<file path="config.mk">
export PLATFORM = sky130hd
export DESIGN_NAME = adder_32
export DESIGN_NICKNAME = d
export VERILOG_FILES = /design/src/rtl/adder_pkg.sv /design/src/rtl/adder_32_cla4.sv /design/src/rtl/adder_32.sv
export SDC_FILE = /design/constraint.sdc
export NUM_CORES = 1
export LEC_CHECK = 0
export CORE_MARGIN = 2
export CORE_UTILIZATION = 43
export DETAILED_ROUTE_END_ITERATION = 6
export GPL_TIMING_DRIVEN = 0
export HOLD_SLACK_MARGIN = 0.06
export PLACE_DENSITY = 0.81
export SETUP_SLACK_MARGIN = 0.3
export SLEW_MARGIN = 20
export SYNTH_ARGS = -nofsm -noshare
export SYNTH_HDL_FRONTEND = slang
export SYNTH_HIERARCHICAL = 1
export SYNTH_SLANG_ARGS = --single-unit
</file>
<file path="constraint.sdc">
create_clock -name clk -period 3.4 [get_ports clk]
set_input_delay 0.68 -clock clk [delete_from_list [all_inputs] [get_ports clk]]
set_output_delay 0.68 -clock clk [all_outputs]
set_load 0.01 [all_outputs]
</file>
<file path="src/rtl/adder_pkg.sv">
// adder_pkg: width constants shared by the 32-bit carry-lookahead adder
package adder_pkg;
  localparam int ADD_W = 32;
  localparam int GRP_W = 4;
  localparam int N_GRP = ADD_W / GRP_W;
endpackage

</file>
<file path="src/rtl/adder_32_cla4.sv">
// cla4: 4-bit carry-lookahead group producing sum bits and group generate/propagate
module cla4
  import adder_pkg::*;
(
  input  logic [GRP_W-1:0] a,
  input  logic [GRP_W-1:0] b,
  input  logic             ci,
  output logic [GRP_W-1:0] s,
  output logic             gg,
  output logic             pg
);
  logic [GRP_W-1:0] g, p, c;
  assign g = a & b;
  assign p = a ^ b;
  // carries into each bit, all flattened from ci so no ripple inside the group
  assign c[0] = ci;
  assign c[1] = g[0] | (p[0] & ci);
  assign c[2] = g[1] | (p[1] & g[0]) | (p[1] & p[0] & ci);
  assign c[3] = g[2] | (p[2] & g[1]) | (p[2] & p[1] & g[0]) | (p[2] & p[1] & p[0] & ci);
  assign s = p ^ c;
  assign gg = g[3] | (p[3] & g[2]) | (p[3] & p[2] & g[1]) | (p[3] & p[2] & p[1] & g[0]);
  assign pg = &p;
endmodule

</file>
<file path="src/rtl/adder_32.sv">
// adder_32: registered 32-bit two-level carry-lookahead adder with carry out
// ADDER32_OVF_EN adds the registered signed-overflow output OF
module adder_32
  import adder_pkg::*;
(
  input  logic          clk,
  input  logic          rst,
  input  logic [32:1]   A,
  input  logic [32:1]   B,
  input  logic          cin,
  output logic [32:1]   S,
  output logic          C32
`ifdef ADDER32_OVF_EN
  ,output logic         OF
`endif
);
  logic [N_GRP-1:0] gg, pg;
  logic [N_GRP:0]   cg;
  logic [32:1]      sum_d, s_q;
  logic             c32_q;
  // carry into group j+1 as a flat sum of products over groups 0..j and cin
  function automatic logic lac(input logic [N_GRP-1:0] g, input logic [N_GRP-1:0] p,
                               input logic ci, input int j);
    logic acc, prod;
    prod = ci;
    for (int m = 0; m <= j; m++) prod = prod & p[m];
    acc = prod;
    for (int k = 0; k <= j; k++) begin
      prod = g[k];
      for (int m = k + 1; m <= j; m++) prod = prod & p[m];
      acc = acc | prod;
    end
    return acc;
  endfunction
  assign cg[0] = cin;
  for (genvar i = 0; i < N_GRP; i++) begin : g_grp
    cla4 u_cla4 (
      .a  (A[GRP_W*i+1 +: GRP_W]),
      .b  (B[GRP_W*i+1 +: GRP_W]),
      .ci (cg[i]),
      .s  (sum_d[GRP_W*i+1 +: GRP_W]),
      .gg (gg[i]),
      .pg (pg[i])
    );
    assign cg[i+1] = lac(gg, pg, cin, i);
  end
  always_ff @(posedge clk) begin
    s_q   <= rst ? '0 : sum_d;
    c32_q <= rst ? 1'b0 : cg[N_GRP];
  end
  assign S   = s_q;
  assign C32 = c32_q;
`ifdef ADDER32_OVF_EN
  logic of_q;
  always_ff @(posedge clk)
    of_q <= rst ? 1'b0 : (A[32] == B[32]) && (sum_d[32] != A[32]);
  assign OF = of_q;
`endif
endmodule

</file>
# Yosys cells after proc, flatten, opt, wreduce, memory -nomap -nowiden
# Index checks and enable logic that the tools add are counted.
# totals
out_inout_bits	33
in_bits	67
wordCells	290
ff_bits	33
# op_classes
bitwise_logic	280
n_reduce_logical	8
# ops
op	count
$and 1x1->1	148
$or 1x1->1	108
$xor 4x4->4	16
$and 4x4->4	8
$reduce_and 4->1	8

# Logic depth before layout (Yosys ltp)
# logic_depth
ltp_word	21
mapped_depth	12
ltp_nobuf	12

# Modules after synthesis
# Netlist, hierarchy kept.
# modules_own_cells
mod	seq_area_each_um2	cells_each	n_inst	area_per_inst_um2
cla4	0.0	21	8	170.2
adder_32	660.6	87	1	994.7

# Worst setup path after synthesis
# No wires, ideal clock.
# synth_timing
path_type	input port to flip-flop
startpoint	in A[3] in the netlist's numbering
endpoint	reg s_q (netlist bit S[21])
arrival_time_ns	2.790
n_path_buf	0
slack_ns	0.544
stages	12
t_required_ns	3.334
setup_ns	0.066
cell_sequence	ha_1 -> a21oi_1 -> nand2_1 -> a21o_1 -> a211oi_2 -> o21bai_1 -> a21o_1 -> a21o_1 -> inv_1 -> fa_1 -> inv_1 -> nor2b_1
# synth_via
elab_chain_len	15
elab_cells_between_ends	26
cone_classes	bitwise: 25; reduce/logical: 1
# synth_lines
item	line_no	source
start, declared	adder_32.sv:8	input logic [32:1] A,
$and 4x4->4 or $xor 4x4->4 (tied branches)	adder_32_cla4.sv:13, adder_32_cla4.sv:14	
$and 1x1->1	adder_32_cla4.sv:21	assign gg = g[3] | (p[3] & g[2]) | (p[3] & p[2] & g[1]) | (p[3] & p[2] & p[1] & g[0]);
$or 1x1->1 or $and 1x1->1 (tied branches) (2 in series)	adder_32_cla4.sv:21	
$or 1x1->1 (*)	adder_32_cla4.sv:21	
net gg[0]	adder_32.sv:17	logic [N_GRP-1:0] gg, pg;
$and 1x1->1 (*) (4 in series)	adder_32.sv:30	for (int m = k + 1; m <= j; m++) prod = prod & p[m];
$or 1x1->1 (*) (5 in series)	adder_32.sv:31	acc = acc | prod;
net cg[5]	adder_32.sv:18	logic [N_GRP:0] cg;
$xor 4x4->4 (*)	adder_32_cla4.sv:20	assign s = p ^ c;
net sum_d (one bit)	adder_32.sv:19	logic [32:1] sum_d, s_q;
end signal, assigned	adder_32.sv:48	s_q <= rst ? '0 : sum_d;
end, declared	adder_32.sv:19	
# The timed path passes the listed nets; every way through them passes the cells marked *.
# A chain may end at the register's enable or synchronous reset.

# Worst setup path in the final report
# layout_timing
startpoint	in A[15] in the netlist's numbering
endpoint	reg s_q (netlist bit S[29])
# layout_via
elab_cells_between_ends	38
cone_classes	bitwise: 37; reduce/logical: 1
# layout_lines
item	line_no
$and 4x4->4 or $xor 4x4->4 (tied branches)	adder_32_cla4.sv:13, adder_32_cla4.sv:14
$and 1x1->1	adder_32_cla4.sv:21
$or 1x1->1 or $and 1x1->1 (tied branches) (2 in series)	adder_32_cla4.sv:21
$or 1x1->1 (*)	adder_32_cla4.sv:21
net gg[3]	adder_32.sv:17
$and 1x1->1 (*) (3 in series)	adder_32.sv:30
$or 1x1->1 (*) (4 in series)	adder_32.sv:31
net cg[7]	adder_32.sv:18
$xor 4x4->4 (*)	adder_32_cla4.sv:20
net sum_d (one bit)	adder_32.sv:19
# Marked as above.

==> impl_metrics.csv <==
group,metric,value,unit
worst_setup_path,cpMostUsedCell,"a21o_1",
global_routing,antenna_found_initial,0,
worst_setup_path,max_stage_delay,0.40,ns
floorplan,initial_core_util,45.3,%
flow_run,maxCapViolCount,0,
route,route.detailed.drc,0,
floorplan,dieArea,6090,µm²
worst_setup_path,cp-endpoint,"S[29]",
clock_tree,path_clk_slew,0.06,ns
global_routing,track_usage,18.3,%
clock_tree,ctsRootBufferMaster,"clkbuf_8",
logic_synthesis,synth_top_area_share,28.0,%
worst_setup_path,worstPathCellList,"clkdlybuf4s50_1 > ha_1 > a21oi_2 > nand2_1 > a21o_1 > a21oi_1 > o21ai_0 > a41o_1 > a21o_1 > inv_2 > fa_1 > inv_1 > nor2b_4",
worst_setup_path,crit_arrival,3.23,ns
sta,drv_slew,0,
worst_setup_path,end_kind,"flip-flop",
placed_design,placed_cell_area,3430,µm²
route,postRouteAntennaNets,0,
logic_synthesis,ys_ff_latch,33,
pwr,irDropWorstVdd,0.000163,V
sta,rsz0062_at_grt,"no",
sta,post-route-period-util,88.7,%
hold_path,hold_class,"primary input to flip-flop",
worst_setup_path,path_class,"primary input to flip-flop",
global_routing,grt_pass1_wl,9010,µm
logic_synthesis,yosys_warnings,6,
sta,max_slew.worst_pin.slew,0.561,ns
sta,hold_violations,0,
logic_synthesis,synth.area.top_cells,"dfxtp_1 (28%), ha_1 (17%), nor2b_1 (8.5%)",
logic_synthesis,yosysTopAreaCell,"dfxtp_1",
route,wire_per_inst,13.8,µm
clock_tree,cts_hold_buf,0,
clock_tree,clock_tree.htree_level_count,2,
logic_synthesis,netlist_area,2360,µm²
outcome,status,"finished, final reports clean",
worst_setup_path,critPathLaunchType,"primary input",
global_routing,gr-usage-met3,3.56,%
clock_tree,cts_tree,"built",
global_routing,grt_remaining_overflow,0,
layout,final_layout_size_suffix_gt1_share,12.6,%
logic_synthesis,ys_types,22,
sta,worst_slew_margin_rel,62.6,%
logic_synthesis,syn_avg_cell_area,9.24,µm²
route,first_pass_iters,4,
floorplan,fp-row-count,26,
placed_design,dp.cells,424,
route,via_per_inst,4.93,
sta,worst_slack,0.384,ns
placed_design,gp_congestion,0.837,
sta,setup_viol,0,
layout,antenna_cells,0,
floorplan,die_x,78.0,µm
global_routing,busiest_layer,"met2",
clock_tree,cts_sinks,33,
logic_synthesis,syn_inst,255,
global_routing,met1_usage,21.3,%
route,drt_iter0_markers,70,
placed_design,place_hpwl,4490,µm
layout,fin_util,71.3,%
worst_setup_path,startpoint,"A[15]",
logic_synthesis,seq_area_frac_synth,28.0,%
placed_design,io_buffers,99,
sta,fin_crit,3.02,ns
pwr,powerDensity,352,nW/µm²
clock_tree,cts_made_buffers,5,
global_routing,grt_max_degree,11,
route,vias,2148,
sta,max_freq,332,MHz
floorplan,fp.coreArea,5200,µm²
layout,finish.instance_area,3710,µm²
layout,final_cell_mix,"clkdlybuf4s50_1 (90), dfxtp_1 (33), inv_1 (33)",
global_routing,met2_usage,34.0,%
worst_setup_path,slowest_stage,"clkdlybuf4s50_1",
sta,holdWs,0.934,ns
layout,finalNonFillerCells,436,
route,routed_wl,6020,µm
floorplan,pin_count,100,
floorplan,die_h,78.0,µm
logic_synthesis,syn-num-nets,362,
worst_setup_path,cp_data_required_time,3.61,ns
layout,area_delta_synth_final,57.4,%
layout,nNetsFinal,472,
clock_tree,clock_path_buffers,2,
pwr,p_leak,1.76,nW
layout,layout_commonest_cell,"clkdlybuf4s50_1",
global_routing,grt_pass1_vias,2089,
placed_design,place_ws,-0.153,ns
worst_setup_path,cp_max_fo,5,
==> synth_stat cells <==
| master | number |
|---|---|
| o21ai_0 | 1 |
| a21oi_1 | 11 |
| nand4_1 | 8 |
| nand3_1 | 16 |
| a21o_2 | 1 |
| ha_1 | 32 |
| and4_2 | 8 |
| dfxtp_1 | 33 |
| a211oi_2 | 1 |
| inv_1 | 34 |
| o21ai_1 | 1 |
| clkbuf_1 | 3 |
| a41o_1 | 2 |
| nand2_1 | 10 |
| a21oi_2 | 8 |
| nor2b_1 | 32 |
| fa_1 | 8 |
| o21bai_1 | 1 |
| xor2_1 | 8 |
| xnor2_1 | 16 |
| nor2_1 | 1 |
| a21o_1 | 20 |
==> power by group <==
| part | switching, mW | internal (mW) |
|---|---|---|
| logic | 0.240 | 0.336 |
| registers | 0.0141 | 0.441 |
| clock network | 0.133 | 0.142 |
==> repair_timing <==
action                     4_1_cts  5_1_grt
setup endpoints to repair        8       12
pin swaps                        5        8
gates resized for setup          6       25
buffers inserted                 2        2
cloned                           0        0
==> sequential cells by signal, summed over array words and instances (netlist names) <==
name	flops
C32	1
S	32
==> layout make-up <==
cell class	instances	area (µm²)
plain buffers	3	11.3
clock buffers	6	72.6
clock inverters	2	10.0
fillers	428	1500
inverters	34	128
multi-input cells	185	1700
flip-flops and latches	33	661
well taps	70	87.6
repair buffers	103	1040
==> worst min-delay path by stage <==
stage,slack [ns],end,cells after the start,startpoint
5_1_grt,0.96,S[3],4,B[3]
3_3_place_gp,1.38,S[22],2,rst
4_1_cts,1.11,S[22],2,rst
2_1_floorplan,0.75,S[22],1,rst
6_report,0.93,S[2],4,B[2]
3_5_place_dp,1.39,S[22],2,rst
==> per-stage QoR <==
stage | total power, mW | setup TNS (ns)
after floorplan | 0.756 | 0
after global placement | 0.979 | -0.324
after detailed placement | 0.994 | -0.613
after CTS | 1.29 | 0
after global routing | 1.39 | 0
final | 1.31 | 0
==> routing by layer <==
layer	share of wire, %	routed length [µm]
met2	54	3230
met4	1.0	63
met3	4.4	268
met1	41	2460
met5	0	0
==> kinds of logic after synthesis <==
family	share of synthesized area [%]
AO/OA/AOI/OAI	14.2
XOR/XNOR	8.92
buffers and inverters	5.89
AND/OR/NAND/NOR	19.2
adder cells (fa/ha/maj)	23.8
flip-flops	28.0
==> critical path: cells and delay by family <==
family / cells / cell delay, ns
simple gates: 2 / 0.19
buf+inv: 3 / 0.52
fa+ha+maj: 2 / 0.76
compound gates: 6 / 1.06
Note: power is estimated with default switching activity, not from simulation.
